[src/rtl/edge_pulse_pkg.sv]
// Shared types and parameter limits for the edge pulse generator.
package edge_pulse_pkg;

   typedef enum logic [1:0] {
      EDGE_OFF  = 2'b00,
      EDGE_RISE = 2'b01,
      EDGE_FALL = 2'b10,
      EDGE_BOTH = 2'b11
   } edge_mode_e;

   localparam int unsigned CHANNELS_MIN        = 1;
   localparam int unsigned CHANNELS_MAX        = 32;
   localparam int unsigned SYNC_STAGES_MIN     = 2;
   localparam int unsigned SYNC_STAGES_MAX     = 4;
   localparam int unsigned DEBOUNCE_CYCLES_MIN = 1;
   localparam int unsigned DEBOUNCE_CYCLES_MAX = 65535;
   localparam int unsigned PULSE_LEN_MIN       = 1;
   localparam int unsigned PULSE_LEN_MAX       = 255;
   localparam int unsigned RETRIGGER_MAX       = 1;

   // True when a level transition into new_level is selected by mode m.
   function automatic logic edge_match(input edge_mode_e m, input logic new_level);
      logic hit;
      case (m)
         EDGE_RISE: hit = new_level;
         EDGE_FALL: hit = ~new_level;
         EDGE_BOTH: hit = 1'b1;
         default:   hit = 1'b0;
      endcase
      return hit;
   endfunction

endpackage

[src/rtl/edge_pulse_chan.sv]
// One channel: synchroniser, debounce filter, edge detect, pulse stretcher, overrun flag.
module edge_pulse_chan
   import edge_pulse_pkg::*;
#(
   parameter int unsigned SYNC_STAGES     = 2,
   parameter int unsigned DEBOUNCE_CYCLES = 1,
   parameter int unsigned PULSE_LEN       = 1,
   parameter int unsigned RETRIGGER       = 0
) (
   input  logic       clk,
   input  logic       rst,
   input  logic       trigger,
   input  logic [1:0] mode,
   input  logic       ovr_clr,
   output logic       pulse_out,
   output logic       level,
   output logic       overrun
);

   localparam int unsigned DW = $clog2(DEBOUNCE_CYCLES + 1);
   localparam int unsigned PW = $clog2(PULSE_LEN + 1);
   localparam logic [DW-1:0] DEB_LAST   = DW'(DEBOUNCE_CYCLES - 1);
   localparam logic [PW-1:0] PULSE_LOAD = PW'(PULSE_LEN);

   logic [SYNC_STAGES-1:0] sync_q, sync_d;
   logic [DW-1:0]          deb_cnt_q, deb_cnt_d;
   logic                   level_q, level_d;
   logic [PW-1:0]          pcnt_q, pcnt_d;
   logic                   pulse_q, pulse_d;
   logic                   ovr_q, ovr_d;
   logic                   s;
   logic                   evt;
   logic                   ovr_set;

   assign s = sync_q[SYNC_STAGES-1];

   // Shift the raw trigger into the synchroniser chain.
   always_comb begin
      sync_d = {sync_q[SYNC_STAGES-2:0], trigger};
   end

   // Debounce: accept a level change once s has differed for DEBOUNCE_CYCLES cycles.
   always_comb begin
      deb_cnt_d = '0;
      level_d   = level_q;
      if (s != level_q) begin
         if (deb_cnt_q == DEB_LAST) begin
            level_d = ~level_q;
         end else begin
            deb_cnt_d = deb_cnt_q + 1'b1;
         end
      end
   end

   // Event detect and pulse down-counter; the final pulse cycle still counts as active.
   always_comb begin
      evt     = (level_d != level_q) && edge_match(edge_mode_e'(mode), level_d);
      pcnt_d  = pcnt_q;
      ovr_set = 1'b0;
      if (pcnt_q != '0) begin
         pcnt_d = pcnt_q - 1'b1;
      end
      if (evt) begin
         if ((pcnt_q == '0) || (RETRIGGER != 0)) begin
            pcnt_d = PULSE_LOAD;
         end else begin
            ovr_set = 1'b1;
         end
      end
      pulse_d = (pcnt_d != '0);
      ovr_d   = ovr_set | (ovr_q & ~ovr_clr);
   end

   // State registers, asynchronously cleared.
   always_ff @(posedge clk or posedge rst) begin
      if (rst) begin
         sync_q    <= '0;
         deb_cnt_q <= '0;
         level_q   <= 1'b0;
         pcnt_q    <= '0;
         pulse_q   <= 1'b0;
         ovr_q     <= 1'b0;
      end else begin
         sync_q    <= sync_d;
         deb_cnt_q <= deb_cnt_d;
         level_q   <= level_d;
         pcnt_q    <= pcnt_d;
         pulse_q   <= pulse_d;
         ovr_q     <= ovr_d;
      end
   end

   assign pulse_out = pulse_q;
   assign level     = level_q;
   assign overrun   = ovr_q;

endmodule

[src/rtl/edge_pulse_gen.sv]
// Multi-channel edge-triggered pulse generator; one independent channel per trigger bit.
module edge_pulse_gen
   import edge_pulse_pkg::*;
#(
   parameter int unsigned CHANNELS        = 4,
   parameter int unsigned SYNC_STAGES     = 2,
   parameter int unsigned DEBOUNCE_CYCLES = 1,
   parameter int unsigned PULSE_LEN       = 1,
   parameter int unsigned RETRIGGER       = 0
) (
   input  logic                  clk,
   input  logic                  rst,
   input  logic [CHANNELS-1:0]   trigger,
   input  logic [2*CHANNELS-1:0] mode,
   input  logic [CHANNELS-1:0]   ovr_clr,
   output logic [CHANNELS-1:0]   pulse_out,
   output logic [CHANNELS-1:0]   level,
   output logic [CHANNELS-1:0]   overrun
);

   if ((CHANNELS < CHANNELS_MIN) || (CHANNELS > CHANNELS_MAX)) begin : g_bad_channels
      $error("edge_pulse_gen: CHANNELS out of range");
   end
   if ((SYNC_STAGES < SYNC_STAGES_MIN) || (SYNC_STAGES > SYNC_STAGES_MAX)) begin : g_bad_sync
      $error("edge_pulse_gen: SYNC_STAGES out of range");
   end
   if ((DEBOUNCE_CYCLES < DEBOUNCE_CYCLES_MIN) || (DEBOUNCE_CYCLES > DEBOUNCE_CYCLES_MAX)) begin : g_bad_deb
      $error("edge_pulse_gen: DEBOUNCE_CYCLES out of range");
   end
   if ((PULSE_LEN < PULSE_LEN_MIN) || (PULSE_LEN > PULSE_LEN_MAX)) begin : g_bad_len
      $error("edge_pulse_gen: PULSE_LEN out of range");
   end
   if (RETRIGGER > RETRIGGER_MAX) begin : g_bad_retrig
      $error("edge_pulse_gen: RETRIGGER must be 0 or 1");
   end

   for (genvar i = 0; i < CHANNELS; i++) begin : g_chan
      edge_pulse_chan #(
         .SYNC_STAGES    (SYNC_STAGES),
         .DEBOUNCE_CYCLES(DEBOUNCE_CYCLES),
         .PULSE_LEN      (PULSE_LEN),
         .RETRIGGER      (RETRIGGER)
      ) u_chan (
         .clk      (clk),
         .rst      (rst),
         .trigger  (trigger[i]),
         .mode     (mode[2*i +: 2]),
         .ovr_clr  (ovr_clr[i]),
         .pulse_out(pulse_out[i]),
         .level    (level[i]),
         .overrun  (overrun[i])
      );
   end

endmodule
[config.mk]
export PLATFORM = sky130hd
export DESIGN_NAME = edge_pulse_gen
export DESIGN_NICKNAME = d
export VERILOG_FILES = /design/src/rtl/edge_pulse_pkg.sv /design/src/rtl/edge_pulse_chan.sv /design/src/rtl/edge_pulse_gen.sv
export SDC_FILE = /design/constraint.sdc
export NUM_CORES = 1
export LEC_CHECK = 0
export BUFFER_PORTS_ARGS = -buffer_cell sky130_fd_sc_hd__buf_4
export CORE_ASPECT_RATIO = 1.25
export CORE_MARGIN = 8
export CORE_UTILIZATION = 46
export DETAILED_ROUTE_END_ITERATION = 6
export HOLD_SLACK_MARGIN = 0.12
export MAX_ROUTING_LAYER = met4
export PLACE_DENSITY = 0.75
export RECOVER_POWER = 50
export SKIP_CTS_REPAIR_TIMING = 1
export SLEW_MARGIN = 20
export SYNTH_ARGS = -nofsm -noshare
export SYNTH_HDL_FRONTEND = slang
export SYNTH_SLANG_ARGS = --single-unit
[constraint.sdc]
create_clock -name clk -period 0.9 [get_ports clk]
set_input_delay 0.18 -clock clk [delete_from_list [all_inputs] [get_ports clk]]
set_output_delay 0.18 -clock clk [all_outputs]
set_load 0.02 [all_outputs]
Word-level counts from Yosys, hierarchy flattened
Index checks and enable logic that the tools add are counted.

Flip-flop bits (word level): 24. Bits of input ports: 18. Output and inout port bits: 12. Logic and storage cells: 112.

$add $sub $neg: 8. Equal/unequal tests: 20. Mux-type cells: 40. Bitwise operators: 20. Reduce and logical (&&, ||, !) cells: 4.

Operators by type and width (count): 1-bit 2-to-1 mux (36); 2-bit equality test, second input constant (8); 1-bit NOT (12); 1-bit case mux with 3 select lines (4); 2-bit by 1-bit equality test with 1-bit output, second input constant (4); 1-bit != test (8); 1-bit adder, second input constant (4); 1-bit bitwise AND (4); 1-bit logical AND (4); 1-bit OR (4); 1-bit subtractor, second input constant (4).

Depth between registers and ports, before layout
Word-level depth: 8. Mapped depth: 2. Depth with buffers taken out: 2.

Cells and area by module
Synthesis repeated with hierarchy kept, for this count alone.

Cell total of the unflattened synthesis: 56. Area, all modules: 725.7 um2.

Modules (own cells, without submodules): edge_pulse_chan (times used 4, cells an instance 14, area an instance 181.4 um2, seq. area each 125.1 um2).

Least setup slack after synthesis
OpenSTA, ideal clock, no wires.

Path type: reg-to-reg. From: register g_chan[2].u_chan.level_q. To: register g_chan[2].u_chan.pcnt_q. Library setup time: 77 ps. Arrival time: 655 ps. Required time: 823 ps. Path slack: 168 ps. Stages on the path, launching flop included: 3. Path buffers: 0. Clock period less this slack: 732 ps. Cell sequence: dfrtp_1 > nand3b_1 > a21oi_1.

Cells in the longest elaborated chain, start to end: 7. Elaborated cells between the ends (all ways): 9. Those cells by class: eq/ne (2); mux (4); bitwise (2); reduce/logical (1).

Ends and longest elaborated chain: start, declared (line edge_pulse_chan.sv:27) `logic level_q, level_d;`; start signal, assigned (line edge_pulse_chan.sv:86) `level_q <= level_d;`; 1-bit NOT (line edge_pulse_chan.sv:48) `level_d = ~level_q;`; 1-bit 2-to-1 mux (line edge_pulse_chan.sv:47) `if (deb_cnt_q == DEB_LAST) begin`; 1-bit 2-to-1 mux (line edge_pulse_chan.sv:46) `if (s != level_q) begin`; 1-bit NOT (line edge_pulse_pkg.sv:26) `EDGE_FALL: hit = ~new_level;`; 1-bit case mux with 3 select lines (line edge_pulse_pkg.sv:24) `case (m)`; 1-bit logical AND * (line edge_pulse_chan.sv:57) `evt = (level_d != level_q) && edge_match(edge_mode_e'(mode), level_d);`; 1-bit 2-to-1 mux * (line edge_pulse_chan.sv:63) `if (evt) begin`; via g_chan[2].u_chan.pcnt_d (line edge_pulse_chan.sv:28) `logic [PW-1:0] pcnt_q, pcnt_d;`; end signal, assigned (line edge_pulse_chan.sv:87) `pcnt_q <= pcnt_d;`; end, declared (line edge_pulse_chan.sv:28).

Mark *: on every way through the listed nets, which the timed path passes. The rest lies on a longest branch.

==> results.txt <==
- The run finished, with violations left.
* Violated checks: setup timing
- The number of pins with negative max-slew slack in the final report was 0.
- The post-route netlist has 44.2% of its cells at a drive strength greater than 1.
* Class of the worst hold path: in -> reg
- Wire length of the first global-routing pass: 2.31 mm
- Post-synthesis cell count: 65
- Number of standard-cell rows in the floorplan: 17
* Area growth from synthesis to layout: 41.4%
- Number of I/O pins: 30
- Die extent in x: 53.4 µm
- Kind of cell adding the most delay to the critical path: flip-flops
* Final-layout setup total negative slack: -1610 ps
- After detailed routing, the average wire length per cell comes to 13.1 µm.
- After synthesis the cells add up to 805 µm².
* # diodes: 0
- Buffers placed on the I/O ports in this run total 29.
- Global routing finished with a remaining overflow of 0.
* Data arrival time of the critical path: 880 ps
- In this run the number of H-tree levels came out at 1.
* Average vias per placed instance: 4.95
- The smallest clock period supported by the final layout is computed as 1060 ps.
- After clock tree synthesis, the clock-pin slew on the worst setup and hold paths is 110 ps.
* Leak pwr: 0.545 nW
- Overall power: 0.00178 W
* Net Count, Synth: 83
- Number of DRC markers after the initial detailed-route iteration: 4
* PD cells: 1560 mW/mm²
- Counting distinct cell types in the post-synthesis netlist gives 9.
* Cell count of the worst hold path: 3
* Chip height: 62.8 µm
* Final weighted congestion of routability-driven global placement: 0.726
- Synthesis Warnings: 0
* Critical path's largest stage delay: 440 ps
- Effective utilization at floorplan: 47.3%
* Final count of hold timing violations: 0
* Total wire length: 1.50 mm
- Max-cap violations in this run came to 0.
- Count of buffer and inverter cells on the critical path: 1
- DRT Pass-1 Iters: 3
- Setup violations remaining at the end of the flow were counted as 15.
- A synthesized cell averages 12.4 µm².
* Number of antenna violations at the first check in global routing: 0
* Number of global-route vias before repair: 546
* Data required time of the critical path: 720 ps
- The number of clock buffers added by TritonCTS is 3.
- Worst slew pin tran: 419 ps
* Type of origin of the critical path: flip-flop
- Setup slack after placement: 105 ps
* Top cell type by total area after synthesis: dfrtp_1
- The clock reaches the later pin of the worst-skew pair after 290 ps.
* Top cell type's share of synthesized area: 62.2%
- Largest net degree at the start of global routing: 21
- Die footprint: 0.00335 mm²
- The tree built by TritonCTS fans out to 20 sinks.
- CP Capture Type: output pin
* Max Clk Rate: 0.939 GHz
- In the finished design, the share of the clock period the worst path needs comes to 118%.
- Slew HR: 72.0%
- Slowest library cell on the worst path: dfrtp_1
- Setup Skew: 8.17 ps
* Final setup slack of the worst path: -165 ps
- In this run the number of cells on the critical path is 1.
- The setup path with the least slack is of type reg -> out.
- Cells on worst reg2reg path: 3
* Ranking of synthesized cells by area: dfrtp_1 62%, buf_4 11%, nand4b_1 8.7%
- Residual antenna-violating net count after detailed routing: 0
- Setup repair after global routing could not meet its margin everywhere.
- Number of buffers on the longest clock path: 2
- CTS tree: yes
- The net count of the finished layout is 114.
- Synthesis inferred 20 register bits.
- Total vias in the final route: 564
- The worst-case IR drop observed on VDD is 1.11 mV.
- Final core utilization: 66.8%
- After detailed routing, the number of remaining DRC violations is 0.
- Critical path fanouts, max: 4
- Sequential cells were found to cover 62.2% of the synthesized design area.
- GRT Total Usage: 8.90%
- Clk root buf: clkbuf_4
- Area of the core region: 0.00170 mm²
* Cell Chain, Critical Path: buf_6
sequential cells by signal, indices dropped and copies added (netlist names):
| signal | cells |
|---|---|
| g_chan.u_chan.sync_q | 8 |
| g_chan.u_chan.overrun | 4 |
| g_chan.u_chan.level | 4 |
| g_chan.u_chan.pcnt_q | 4 |
tightest hold or removal path, delay by kind of cell:
kind	cells	cell delay (ps)
buf+inv	1	110
compound gates	1	50
simple gates	1	70
final cells by class:
cell class / instances / area [µm²]
fillers: 122 / 564
flip-flops and latches: 20 / 500
repair buffers: 42 / 374
multi-input cells: 28 / 199
clock buffers: 4 / 36.3
well taps: 19 / 23.8
inverters: 1 / 3.75
synthesized netlist by cell type (all sizes together):
cell type   n
nand2b      4
buf        12
clkbuf      4
dfrtp      20
nand3       4
nand3b      8
a21oi       4
inv         1
nand4b      8
metal layers:
metal | routed length, µm | track usage [%] | up-vias
li1 | - | - | 273
met1 | 566 | 9.76 | 267
met2 | 789 | 13.4 | 20
met3 | 116 | 4.05 | 4
met4 | 23 | 3.80 | 0
met5 | 0 | - | -
kinds of logic (layout without fill, tap and decap cells):
| group | after synthesis | after routing | share of synthesized area [%] |
|---|---|---|---|
| AOI/OAI and AO/OA | 4 | 4 | 2.49 |
| buffers and inverters | 17 | 47 | 13.5 |
| DFF | 20 | 20 | 62.2 |
| and+or+nand+nor | 24 | 24 | 21.8 |
where the power goes:
| group | leakage (nW) | total, W | internal, W | switching, W |
|---|---|---|---|---|
| sequential | 0.247 | 0.000995 | 0.000950 | 0.0000454 |
| clock | 0.0210 | 0.000495 | 0.000246 | 0.000249 |
| combinational | 0.277 | 0.000287 | 0.000175 | 0.000112 |
cells in the final DEF (no fill, tap or decap), drive strengths merged:
cell type,netlist,final
dfrtp,20,20
nand2b,4,4
dlygate4sd3,0,5
a21oi,4,4
buf,12,32
nand3b,8,8
clkbuf,4,9
inv,1,1
nand4b,8,8
nand3,4,4
final timing paths:
kind / start / end / slack, ps
max: g_chan[0].u_chan.pcnt_q / pulse_out[0] / -160
min: mode[0] / g_chan[0].u_chan.pcnt_q / 150
max in group asynchronous: rst / g_chan[3].u_chan.pcnt_q / 90
min in group asynchronous: rst / g_chan[1].u_chan.sync_q[0] / 510
max reg2reg: g_chan[2].u_chan.level / g_chan[2].u_chan.pcnt_q / -20
min reg2reg: g_chan[2].u_chan.sync_q[0] / g_chan[2].u_chan.sync_q[1] / 360
through the flow:
stage,area [µm²],cells,hold WS (ps)
floorplan,805,65,144
finish,1140,114,153
CTS,985,102,-101
detailed placement,948,98,224
global route,1140,114,146
global placement,948,98,220
Power figures use the tool's default switching activity.
